==> src/rtl/ps2_keyboard_rx.sv <==
// PS/2 keyboard receiver: filters the pins, deframes bytes and folds F0/E0 prefixes into held key events.
// Latency: outputs update the clk after the strobe that samples the stop bit; timeout error the clk after the limit is hit.
// Backpressure: none; valid and frame_err are single-cycle pulses and the held outputs are overwritten by the next key.
module ps2_keyboard_rx #(
    parameter int FILTER_LEN     = 8,
    parameter int TIMEOUT_CYCLES = 50000
) (
    input  logic       clk,
    input  logic       reset_n,
    input  logic       ps2_clk,
    input  logic       ps2_data,
    output logic [7:0] keycode,
    output logic       make,
    output logic       extended,
    output logic       valid,
    output logic       frame_err
);

    localparam int FW = (FILTER_LEN > 2) ? $clog2(FILTER_LEN) : 1;
    localparam int TW = (TIMEOUT_CYCLES > 2) ? $clog2(TIMEOUT_CYCLES) : 1;
    localparam logic [FW-1:0] FILT_MAX = FW'(FILTER_LEN - 1);
    localparam logic [TW-1:0] TO_MAX   = TW'(TIMEOUT_CYCLES - 1);

    typedef enum logic [1:0] {
        IDLE   = 2'd0,
        DATA   = 2'd1,
        PARITY = 2'd2,
        STOP   = 2'd3
    } state_t;

    // Synchronizers idle high so a quiet bus does not look like a falling edge out of reset.
    logic clk_meta_q, clk_sync_q, dat_meta_q, dat_sync_q;

    always_ff @(posedge clk or negedge reset_n) begin
        if (!reset_n) begin
            clk_meta_q <= 1'b1;
            clk_sync_q <= 1'b1;
            dat_meta_q <= 1'b1;
            dat_sync_q <= 1'b1;
        end else begin
            clk_meta_q <= ps2_clk;
            clk_sync_q <= clk_meta_q;
            dat_meta_q <= ps2_data;
            dat_sync_q <= dat_meta_q;
        end
    end

    logic          filt_q, filt_d;
    logic [FW-1:0] filt_cnt_q, filt_cnt_d;
    logic          strobe;

    always_comb begin
        filt_d     = filt_q;
        filt_cnt_d = '0;
        strobe     = 1'b0;
        if (clk_sync_q != filt_q) begin
            if (filt_cnt_q == FILT_MAX) begin
                filt_d = ~filt_q;
                strobe = filt_q;
            end else begin
                filt_cnt_d = filt_cnt_q + 1'b1;
            end
        end
    end

    state_t        state_q, state_d;
    logic [2:0]    bit_cnt_q, bit_cnt_d;
    logic [7:0]    shift_q, shift_d;
    logic          par_q, par_d;
    logic [TW-1:0] to_cnt_q, to_cnt_d;
    logic          brk_pend_q, brk_pend_d;
    logic          ext_pend_q, ext_pend_d;
    logic [7:0]    keycode_q, keycode_d;
    logic          make_q, make_d;
    logic          ext_q, ext_d;
    logic          valid_q, valid_d;
    logic          err_q, err_d;
    logic          byte_ok;

    assign byte_ok = dat_sync_q & (^{shift_q, par_q});

    always_comb begin
        state_d    = state_q;
        bit_cnt_d  = bit_cnt_q;
        shift_d    = shift_q;
        par_d      = par_q;
        to_cnt_d   = '0;
        brk_pend_d = brk_pend_q;
        ext_pend_d = ext_pend_q;
        keycode_d  = keycode_q;
        make_d     = make_q;
        ext_d      = ext_q;
        valid_d    = 1'b0;
        err_d      = 1'b0;

        if (state_q != IDLE && !strobe) begin
            if (to_cnt_q == TO_MAX) begin
                err_d      = 1'b1;
                brk_pend_d = 1'b0;
                ext_pend_d = 1'b0;
                state_d    = IDLE;
            end else begin
                to_cnt_d = to_cnt_q + 1'b1;
            end
        end

        if (strobe) begin
            unique case (state_q)
                IDLE: begin
                    if (!dat_sync_q) begin
                        state_d   = DATA;
                        bit_cnt_d = 3'd0;
                    end
                end
                DATA: begin
                    shift_d   = {dat_sync_q, shift_q[7:1]};
                    bit_cnt_d = bit_cnt_q + 3'd1;
                    if (bit_cnt_q == 3'd7) begin
                        state_d = PARITY;
                    end
                end
                PARITY: begin
                    par_d   = dat_sync_q;
                    state_d = STOP;
                end
                STOP: begin
                    state_d = IDLE;
                    if (!byte_ok) begin
                        err_d      = 1'b1;
                        brk_pend_d = 1'b0;
                        ext_pend_d = 1'b0;
                    end else begin
                        unique case (shift_q)
                            8'hF0: brk_pend_d = 1'b1;
                            8'hE0: ext_pend_d = 1'b1;
                            // Controller responses and overrun codes carry no key information.
                            8'hAA, 8'hFA, 8'hEE, 8'hFE, 8'hFC, 8'h00, 8'hFF: ;
                            default: begin
                                keycode_d  = shift_q;
                                make_d     = ~brk_pend_q;
                                ext_d      = ext_pend_q;
                                valid_d    = 1'b1;
                                brk_pend_d = 1'b0;
                                ext_pend_d = 1'b0;
                            end
                        endcase
                    end
                end
                default: state_d = IDLE;
            endcase
        end
    end

    always_ff @(posedge clk or negedge reset_n) begin
        if (!reset_n) begin
            filt_q     <= 1'b1;
            filt_cnt_q <= '0;
            state_q    <= IDLE;
            bit_cnt_q  <= 3'd0;
            shift_q    <= 8'h00;
            par_q      <= 1'b0;
            to_cnt_q   <= '0;
            brk_pend_q <= 1'b0;
            ext_pend_q <= 1'b0;
            keycode_q  <= 8'h00;
            make_q     <= 1'b0;
            ext_q      <= 1'b0;
            valid_q    <= 1'b0;
            err_q      <= 1'b0;
        end else begin
            filt_q     <= filt_d;
            filt_cnt_q <= filt_cnt_d;
            state_q    <= state_d;
            bit_cnt_q  <= bit_cnt_d;
            shift_q    <= shift_d;
            par_q      <= par_d;
            to_cnt_q   <= to_cnt_d;
            brk_pend_q <= brk_pend_d;
            ext_pend_q <= ext_pend_d;
            keycode_q  <= keycode_d;
            make_q     <= make_d;
            ext_q      <= ext_d;
            valid_q    <= valid_d;
            err_q      <= err_d;
        end
    end

    assign keycode   = keycode_q;
    assign make      = make_q;
    assign extended  = ext_q;
    assign valid     = valid_q;
    assign frame_err = err_q;

endmodule

==> config.mk <==
export PLATFORM = sky130hd
export DESIGN_NAME = ps2_keyboard_rx
export DESIGN_NICKNAME = d
export VERILOG_FILES = /design/src/rtl/ps2_keyboard_rx.sv
export SDC_FILE = /design/constraint.sdc
export NUM_CORES = 1
export LEC_CHECK = 0
export CAP_MARGIN = 20
export CELL_PAD_IN_SITES_DETAIL_PLACEMENT = 1
export CELL_PAD_IN_SITES_GLOBAL_PLACEMENT = 2
export CORE_ASPECT_RATIO = 0.7
export CORE_MARGIN = 4
export CORE_UTILIZATION = 30
export CTS_CLUSTER_SIZE = 24
export DETAILED_ROUTE_END_ITERATION = 10
export DONT_BUFFER_PORTS = 1
export GPL_TIMING_DRIVEN = 0
export HOLD_SLACK_MARGIN = 0.05
export MAX_ROUTING_LAYER = met4
export PLACE_DENSITY_LB_ADDON = 0.1
export SYNTH_ARGS = -nofsm -noshare
export SYNTH_HDL_FRONTEND = slang
export SYNTH_SLANG_ARGS = --single-unit
==> constraint.sdc <==
create_clock -name clk -period 2.65 [get_ports clk]
set_clock_uncertainty 0.1 [all_clocks]
set_input_delay 0.265 -clock clk [delete_from_list [all_inputs] [get_ports clk]]
set_output_delay 0.265 -clock clk [all_outputs]
set_load 0.02 [all_outputs]
; ---- Yosys cells after proc, flatten, opt, wreduce, memory -nomap -nowiden
; Index checks and enable logic that the tools add are counted.
[totals]
ff_bits = 52
inputBits = 4
word_cells = 91
out_inout_bits = 12
[op_classes]
n_reduce_logical = 15
bitwise = 4
n_eq_ne = 16
mux = 35
add_sub_neg = 3
[op_table]
columns = operator, count
row1 = $eq 8x8->1 const B, 8
row2 = $mux 16, 2
row3 = $mux 1, 21
row4 = $add 16x1->16 const B, 1
row5 = $eq 16x16->1 const B, 1
row6 = $reduce_or 8->1, 2
row7 = $mux 2, 5
row8 = $mux 3, 3
row9 = $reduce_or 9->1, 1
row10 = $reduce_xor 9->1, 1
row11 = $logic_not 8->1, 1
row12 = $pmux 2 s4, 1
row13 = $add 3x1->3 const B, 2
row14 = $eq 3x3->1 const B, 2
row15 = $pmux 3 s2, 1
row16 = $reduce_and 2->1, 3
row17 = $eq 2x2->1 const B, 2
row18 = $pmux 1 s2, 2
row19 = $reduce_and 4->1, 1
row20 = $reduce_bool 2->1, 2
row21 = $not 1->1, 3
row22 = $reduce_and 3->1, 1
row23 = $eq 2x1->1 const B, 1
row24 = $logic_not 2->1, 1
row25 = other kinds (5), 5

; ---- Logic depth before layout (Yosys ltp)
; Gate-level depths: netlist (run 1).
[logic_depth]
depth_word = 10
ltp_mapped = 8
ltp_nobuf = 7

; ---- Least setup slack after synthesis (run 1)
; Ideal clock, no wire load.
[synth_path]
path_kind = register to register
start = register shift_q[1]
end = register ext_q (netlist: extended)
path_stages_with_launch = 7
required_time_ps = 2425
synth_period_minus_slack_ps = 2141
t_arrival_ps = 1916
path_slack_ps = 509
path_cell_list = dfrtp_1 > xor2_1 > xnor3_1 > xnor2_2 > nand4_2 > buf_6 > mux2_4
[synth_via]
elab_chain_cells = 4
elab_cells_between_ends = 14
classes_between = 8 x eq/ne / 2 x bitwise / 4 x reduce/logical
[synth_lines]
columns = element, line_no
row1 = from (decl), 68  ; logic [7:0] shift_q, shift_d;
row2 = from (signal assigned), 175  ; shift_q <= shift_d;
row3 = $eq 8x8->1 or $logic_not 8->1 (tied branches), 133  ; unique case (shift_q)
row4 = $reduce_or 9->1 (no source line), --
row5 = $not 1->1 (no source line), --
row6 = $reduce_and 4->1 (no source line) *, --
row7 = to (signal assigned), 182  ; ext_q <= ext_d;
row8 = to (decl), 75  ; logic ext_q, ext_d;
; Mark *: on every way between the ends. The rest lies on a longest branch, timed or not.
; A chain may end at the register's enable or synchronous reset.

; ---- Final worst setup path (run 1)
[layout_path]
start = register shift_q[7]
end = register ext_q (netlist: extended)
; Same word-level chain as after synthesis.

==> results.tsv, run 1 <==
metric	value	unit
design area	2790	sq um
Mapped Area	2410	sq um
Worst Reg-to-Reg Cells	7	
vias in the first global route	1581	
Synth async-reset ratio	100	%
switching pwr	0.342	mW
final setup violation count	0	
Worst-Skew Late Latency	290	ps
total negative slack	0	ps
worst-margin pin slew	575	ps
VDD IR max	0.000236	V
fin. max-slew vios	0	
GRT overflow	0	
nets	230	
core box area	7840	sq um
WP data arrival	2490	ps
ratio of cells with drive above 1 in the final layout	15.8	%
pin count of the biggest net entering global routing	53	
initial antenna violation count	0	
Post-CTS Setup Bufs	0	
first-pass GRT wire length	8.48	mm
CP endpoint	extended	
Synth Area in XOR/XNOR	8.86	%
P&R area growth vs syn	15.4	%
Leakage Power	1.30	nW
die area	9570	sq um
crit-path max cell delay	380	ps
DR vias	1543	
Die W	115	microns
Int Power	1.40	mW
non-filler instance count after layout	323	
GRT Resource Usage Total	11.8	%
Via density	4.78	
mux share of post-synthesis cell area	9.12	%
Initial Util	30.8	%
outcome	completed	
post-DP HPWL	3.60	mm
# IOs	16	
post-synthesis adder-cell area fraction	2.59	%
Reg-to-Reg Start	shift_q[7]	
antenna cell count	0	
root buffer cell	clkbuf_16	
Slowest-stage cell, CP	xnor3_1	
Worst Path Max Fanout	10	
Final ANT Viol Nets	0	
max_cap viols	0	
drt wl/cell	15.6	microns
most common cell after layout, fill and taps aside	dfrtp_1	
Synth cell types	42	
area post-placement	2540	sq um
number of synthesized flops with an enable pin	0	
period utilization	90.9	%
Comb pwr share	4.2	%
slew margin rel.	61.4	%
H-tree Lvls	2	
Critical Path End Type	flip-flop	
# rows	27	
drt total wl	5.04	mm
Post-Synth Simple-Gate Area	16.2	%
critical path depth	7	
switch share	19.6	%
final hold vios	0	
RSZ-0062 raised after global routing	no	
dpl cells	311	
first-pass iteration count of the detailed router	4	
CP top delay family	XOR/XNOR gates	
Iteration-0 DRC Markers	61	
R2R Path End	extended	
pwr dens	626	nW/um^2
fillers	858	
Clock Sinks	52	
Synth Net Count	219	
sequential power share	48.4	%
TritonCTS Buffers	5	
Die Y	83.1	microns
synth warn	0	
Setup crit start	shift_q[7]	
Worst Setup Start Kind	flip-flop	
main combinational cell family by area after synthesis	simple AND/OR/NAND/NOR gates	
Main synth FF type	dfrtp_1	
post-place setup slack	217	ps
WS Path Type	reg2reg	
most frequent cells in the layout	dfrtp_1, nor2_1, nand2_1, xnor2_1, clkbuf_1	
sequential element share of the synthesized area	54.1	%
Hold WC Path Type	reg2reg	
compound-cell area share of the yosys netlist	5.96	%
worst path buffer plus inverter count	2	
port buffer count	0	
Worst Path Required	2730	ps
clk slew on worst S/H paths	70	ps
FMAX	415	MHz
#FFs+latches synth	52	
cells after synthesis	210	
Power, Total	1.75	mW
register-to-register setup slack	240	ps
crit-path cells	clkbuf_1, xnor2_1, xnor3_1, xnor2_2, nand4_2, buf_6, mux2_4	
DR DRC count	0	
CTS tree	done	
CTS max path bufs	2	
clock network power share	47.4	%
Avg Inst Size Synth	11.5	sq um
fin crit period	2410	ps
post-route setup slack	240	ps
GPL Wtd Cong	0.748	
[final cells by class]
class / instances / area [sq um] / share of cell area (%)
clock buffer: 6 / 129 / 4.62
tap: 101 / 126 / 4.53
sequential: 52 / 1310 / 46.9
inverter: 7 / 26.3 / 0.943
timing repair buffer: 4 / 57.6 / 2.06
clock inverter: 2 / 60.1 / 2.15
buffer: 11 / 48.8 / 1.75
multi-input combinational: 140 / 1030 / 37.0
[cells in the mapped netlist (2+ instances only)]
master,instances,share of area [%]
nor2_1,22,3.4
nor2b_1,2,0.52
nor3_1,4,0.83
nand4_1,5,1.3
and3_1,6,1.6
mux2_2,8,3.7
xnor2_1,11,4.0
nand2_1,13,2.0
ha_1,5,2.6
xor2_1,9,3.3
mux2_4,8,5.0
dfstp_2,5,5.4
o21ai_0,8,1.7
nand3_1,10,2.1
o21a_1,2,0.62
dfrtp_1,47,49
a22o_1,3,1.1
nor4bb_1,2,0.83
clkbuf_1,10,1.6
inv_1,7,1.1
nor4_1,2,0.52
[through the flow]
stage / hold WS, ps / utilization (%)
after detailed placement: -130 / 32.4
after CTS: 261 / 35.6
after global routing: 263 / 35.6
after floorplan: -131 / -
final: 261 / 35.6
after global placement: -129 / 32.4
[per-layer routing]
layer / vias to the layer above / track usage [%] / wire [microns]
met4: 0 / 4.16 / 73
li1: 747 / - / -
met1: 776 / 17.1 / 2810
met3: 6 / 3.57 / 151
met2: 14 / 15.2 / 2010
met5: - / - / 0
[sequential cells by signal, summed over array words and instances (netlist names), 2 cells and up]
register and flops:
keycode 8, state_q 2, shift_q 8, bit_cnt_q 3, filt_cnt_q 3, to_cnt_q 16
[repair_timing]
| item | 4_1_cts | 5_1_grt |
|---|---|---|
| setup endpoints to repair | 0 | 0 |
| hold endpoints to repair | 54 | 0 |
| resized for setup | 0 | 0 |
| hold buffers | 4 | 0 |
[kinds of logic after synthesis]
family / Yosys count
flops: 52
xor+xnor: 22
compound gates: 21
simple gates: 75
fa+ha+maj: 5
buf+inv: 18
mux: 17
[worst min-delay path by stage]
| stage | from | endpoint | slack (ps) | cells after the start |
|---|---|---|---|---|
| floorplan | reset_n | bit_cnt_q[0] | -130 | 0 |
| global placement | reset_n | keycode[7] | -130 | 0 |
| detailed placement | reset_n | valid | -130 | 0 |
| CTS | dat_meta_q | dat_sync_q | 260 | 0 |
| global route | clk_meta_q | clk_sync_q | 260 | 0 |
| finish | dat_meta_q | dat_sync_q | 260 | 0 |
[power groups by stage]
stage / logic, mW / clock network [mW] / registers [mW]
3_3_place_gp: 0.0444 / 0 / 0.857
6_report: 0.0730 / 0.828 / 0.845
4_1_cts: 0.0777 / 0.855 / 0.846
3_5_place_dp: 0.0519 / 0 / 0.862
5_1_grt: 0.0874 / 0.898 / 0.848
2_1_floorplan: 0.0402 / 0 / 0.855
No activity file was read; power rests on OpenSTA's default activity.
==> inputs of run 2 (changes only) <==
DONT_BUFFER_PORTS = default   (was 1)
==> run 2 against run 1 <==
Net effect: design area up 2.4%; combinational power decreased by 2%; global-route usage hardly changed; via count increased by 1.6%; worst hold slack worse by 5.6 ps; sequential cell count is the same; critical path type unchanged; critical endpoint is now keycode[6]; largest power group unchanged.
==> results.tsv, run 2 (synthesized netlist as in run 1, its figures left out) <==
metric	value	unit	change
Die W	115	microns	unchanged
DR DRC count	0		unchanged
Initial Util	30.8	%	unchanged
CTS max path bufs	2		unchanged
fin crit period	2440	ps	+32.2 ps
Post-CTS Setup Bufs	0		unchanged
Worst Path Max Fanout	10		unchanged
worst-margin pin slew	675	ps	+100 ps
# IOs	16		unchanged
drt wl/cell	14.4	microns	-7.6%
Worst-Skew Late Latency	290	ps	about the same
Worst Setup Start Kind	flip-flop		
ratio of cells with drive above 1 in the final layout	14.9	%	-0.87 points
Hold WC Path Type	reg2reg		
Via density	4.66		-2.4%
core box area	7840	sq um	unchanged
port buffer count	15		+15
fillers	892		+4.0%
WS Path Type	reg2reg		
die area	9570	sq um	unchanged
vias in the first global route	1633		+3.3%
nets	243		+5.7%
final hold vios	0		unchanged
root buffer cell	clkbuf_16		
period utilization	92.2	%	+1.2 points
Final ANT Viol Nets	0		unchanged
clk slew on worst S/H paths	70	ps	about the same
VDD IR max	0.000232	V	-1.5%
dpl cells	327		+5.1%
FMAX	409	MHz	-1.3%
# rows	27		unchanged
RSZ-0062 raised after global routing	no		
Reg with most FFs	to_cnt_q		
GPL Wtd Cong	0.670		-10%
Worst Reg-to-Reg Cells	7		unchanged
WP data arrival	2510	ps	+20 ps
fin. max-slew vios	0		unchanged
slew margin rel.	55.0	%	-6.4 points
Critical Path End Type	flip-flop		
worst hold stages	0		unchanged
post-DP HPWL	3.58	mm	-0.46%
TritonCTS Buffers	5		unchanged
hold-fix buffer count after cts	1		-3
drt total wl	4.84	mm	-3.9%
Worst Path Required	2720	ps	about the same
first-pass GRT wire length	8.67	mm	+2.3%
pin count of the biggest net entering global routing	29		-45%
area of the multi-input gates	1030	sq um	unchanged
Power, Total	1.53	mW	-12%
most common cell after layout, fill and taps aside	dfrtp_1		
initial antenna violation count	0		unchanged
Iteration-0 DRC Markers	31		-49%
most frequent cells in the layout	dfrtp_1, nor2_1, clkdlybuf4s50_1, nand2_1, clkbuf_1		
non-filler instance count after layout	336		+4.0%
DR vias	1567		+1.6%
Sequential Area	1310	sq um	unchanged
P&R area growth vs syn	18.2	%	
GRT overflow	0		unchanged
first-pass iteration count of the detailed router	4		unchanged
Clock Sinks	52		unchanged
pwr dens	537	nW/um^2	-14%
H-tree Lvls	2		unchanged
number of flip-flops in the largest register	16		unchanged
Die Y	83.1	microns	unchanged
antenna cell count	0		unchanged
outcome	completed		
Leakage Power	1.31	nW	+1.4%
GRT Resource Usage Total	11.7	%	-0.034 points
Resized Gates After CTS	0		unchanged
CTS tree	done		
max_cap viols	0		unchanged
final setup violation count	0		unchanged
==> run 2: power by group <==
part,leakage (nW),internal (mW),switching (mW)
Sequential,0.707,0.828,0.0156
Combinational,0.539,0.0339,0.0377
Clock,0.0679,0.350,0.268
Total,1.31,1.21,0.321
==> run 2: worst paths after layout <==
path / startpoint / end / slack [ps]
max reg2reg: shift_q[7] / keycode[6] / 210
min in group asynchronous: reset_n / keycode[6] / 450
min: clk_meta_q / clk_sync_q / 260
min reg2reg: clk_meta_q / clk_sync_q / 260
max: shift_q[7] / keycode[6] / 210
max in group asynchronous: reset_n / clk_meta_q / 1350
==> run 2: layout make-up <==
cell class	instances	share of cell area (%)
Sequential cell	52	45.8
Multi-Input combinational cell	140	36.2
Timing Repair Buffer	17	6.14
Clock buffer	7	4.65
Tap cell	101	4.43
Buffer	11	1.71
Inverter	7	0.921
Clock inverter	1	0.175
==> run 2: layer usage <==
metal | GRT usage [%] | wire (microns) | up-vias
met2 | 14.3 | 1800 | 15
met3 | 2.84 | 125 | 7
li1 | - | - | 773
met4 | 3.20 | 51 | 0
met5 | - | 0 | -
met1 | 18.7 | 2870 | 772
==> run 2: critical path, stage by stage (launching register included) <==
cell and delay [ps]:
dfrtp_1 320, clkbuf_1 360, xnor2_1 190, xnor3_1 370, xnor2_2 300, nand4_2 180, buf_6 190, mux2_4 300
==> run 2: metrics by stage <==
stage               setup TNS, ps  worst slack (ps)  utilization [%]  cell area, sq um  hold slack (ps)
finish                          0               208             36.4              2850              255
global route                    0              38.5             36.4              2850              265
CTS                             0               189             36.4              2850              257
detailed placement              0               205             34.5              2710              247
global placement           -21620              -464             34.3              2690              245
floorplan                       0               509                -              2410             -131
==> inputs of run 3 (changes only) <==
CORE_MARGIN = default   (was 4)
==> run 3 against run 2 <==
Net effect: count of clock-buffer cells in the layout shrank 2; critical path depth is the same; non-clock buffer count is the same; first-iteration DRC count grew 45%; maximum frequency shrank 0.70%; die area shrank 12%; largest cell class unchanged; largest power group unchanged; sequential cell count is the same.
==> results.tsv, run 3 (synthesized netlist as in run 1, its figures left out) <==
metric	value	unit	change
fin crit period	2460	ps	+17.2 ps
Hold WC Path Type	reg2reg		
Critical Path End Type	flip-flop		
GRT Resource Usage Total	14.0	%	+2.3 points
CP endpoint	keycode[6]		
DR vias	1583		+1.0%
number of flip-flops in the largest register	16		unchanged
pin count of the biggest net entering global routing	30		+3.4%
post-route setup slack	191	ps	-17.2 ps
R2R Path End	keycode[6]		
period utilization	92.8	%	+0.65 points
Post-CTS Setup Bufs	0		unchanged
DR DRC count	0		unchanged
antenna cell count	0		unchanged
fin. max-slew vios	0		unchanged
CP top delay family	XOR/XNOR gates		
Worst-Skew Late Latency	290	ps	about the same
Reg with most FFs	to_cnt_q		
drt total wl	4.98	mm	+2.8%
final setup violation count	0		unchanged
Slowest-stage cell, CP	clkbuf_1		
worst hold stages	0		unchanged
most frequent cells in the layout	dfrtp_1, nor2_1, clkdlybuf4s50_1, nand2_1, xnor2_1		
Iteration-0 DRC Markers	45		+45%
design area	2860	sq um	about the same
crit-path max cell delay	370	ps	about the same
GPL Wtd Cong	0.762		+14%
fin util	37.8	%	+1.4 points
fillers	854		-4.3%
area post-placement	2700	sq um	-0.14%
Via density	4.75		+1.9%
core box area	7550	sq um	-3.7%
Final ANT Viol Nets	0		unchanged
most common cell after layout, fill and taps aside	dfrtp_1		
worst path buffer plus inverter count	2		unchanged
Worst Path Required	2720	ps	about the same
WS Path Type	reg2reg		
WP data arrival	2530	ps	+20 ps
GRT overflow	0		unchanged
register-to-register setup slack	190	ps	-20 ps
Die W	109	microns	-5.2%
Clock Sinks	52		unchanged
vias in the first global route	1684		+3.1%
Leakage Power	1.32	nW	+0.43%
root buffer cell	clkbuf_16		
# IOs	16		unchanged
P&R area growth vs syn	18.3	%	about the same
clk slew on worst S/H paths	70	ps	about the same
CTS max path bufs	2		unchanged
post-place setup slack	209	ps	+4.09 ps
Worst Path Max Fanout	10		unchanged
# rows	26		-3.7%
post-DP HPWL	3.80	mm	+6.2%
worst-margin pin slew	567	ps	-108 ps
initial antenna violation count	0		unchanged
critical path depth	7		unchanged
RSZ-0062 raised after global routing	no		
nets	243		unchanged
die area	8420	sq um	-12%
slew margin rel.	62.2	%	+7.2 points
max_cap viols	0		unchanged
pwr dens	542	nW/um^2	+0.97%
port buffer count	15		unchanged
FMAX	407	MHz	-0.70%
H-tree Lvls	2		unchanged
Worst Setup Start Kind	flip-flop		
CTS tree	done		
Initial Util	32.0	%	+1.2 points
hold_sp	clk_meta_q		
crit-path cells	clkbuf_1, xnor2_1, xnor3_1, xnor2_2, nand4_2, buf_6, mux2_4		
TritonCTS Buffers	5		unchanged
total negative slack	0	ps	unchanged
drt wl/cell	15.0	microns	+3.8%
Setup crit start	shift_q[7]		
first-pass GRT wire length	8.83	mm	+1.8%
final hold vios	0		unchanged
ratio of cells with drive above 1 in the final layout	15.7	%	+0.85 points
outcome	completed		
Die Y	77.1	microns	-7.2%
first-pass iteration count of the detailed router	4		unchanged
VDD IR max	0.000241	V	+3.9%
Reg-to-Reg Start	shift_q[7]		
Worst Reg-to-Reg Cells	7		unchanged
## run 3: cell count changes in the layout (fill, tap and decap cells not counted), sizes merged
cell,before,now
clkinv,1,3
clkbuf,17,15
## run 3: through the flow
stage          hold WS, ps  total power [mW]  instances
6_report               256              1.55        333
3_5_place_dp           193             0.940        324
3_3_place_gp           247             0.921        323
2_1_floorplan         -131             0.895        210
5_1_grt                264              1.63        333
4_1_cts                258              1.58        333
## run 3: metal layers
layer / track usage [%] / up-vias / wire length [microns]
met5: - / - / 0
met4: 3.20 / 0 / 33
met3: 2.81 / 4 / 115
met2: 19.2 / 16 / 2130
met1: 21.0 / 791 / 2700
li1: - / 772 / -
## run 3: cell type report
cell class	instances	area, sq um	area share [%]
timing repair buffer	17	175	6.13
clock inverter	3	18.8	0.657
tap	98	123	4.29
clock buffer	5	125	4.38
multi-input combinational	140	1030	36.1
inverter	7	26.3	0.920
buffer	11	48.8	1.71
sequential	52	1310	45.8
## run 3: repair_timing
action	CTS	global route
hold buffers	1	0
endpoints found under the hold margin	18	0
gates resized for setup	0	0
## run 3: how the worst min path moves through the flow
stage | end | slack [ps]
after floorplan | bit_cnt_q[0] | -130
after global routing | dat_sync_q | 260
after detailed placement | filt_cnt_q[0] | 190
final | clk_sync_q | 260
after global placement | clk_sync_q | 250
after CTS | clk_sync_q | 260
## run 3: worst register-to-register path, cell delays in order, from the launching register on
cell and delay, ps:
dfrtp_1 330, clkbuf_1 370, xnor2_1 200, xnor3_1 370
xnor2_2 290, nand4_2 180, buf_6 190, mux2_4 310
## run 3: report_power, final
part | leakage, nW | internal (mW) | switching [mW]
Sequential | 0.707 | 0.828 | 0.0176
Combinational | 0.539 | 0.0351 | 0.0403
Clock | 0.0736 | 0.348 | 0.279
Total | 1.32 | 1.21 | 0.337
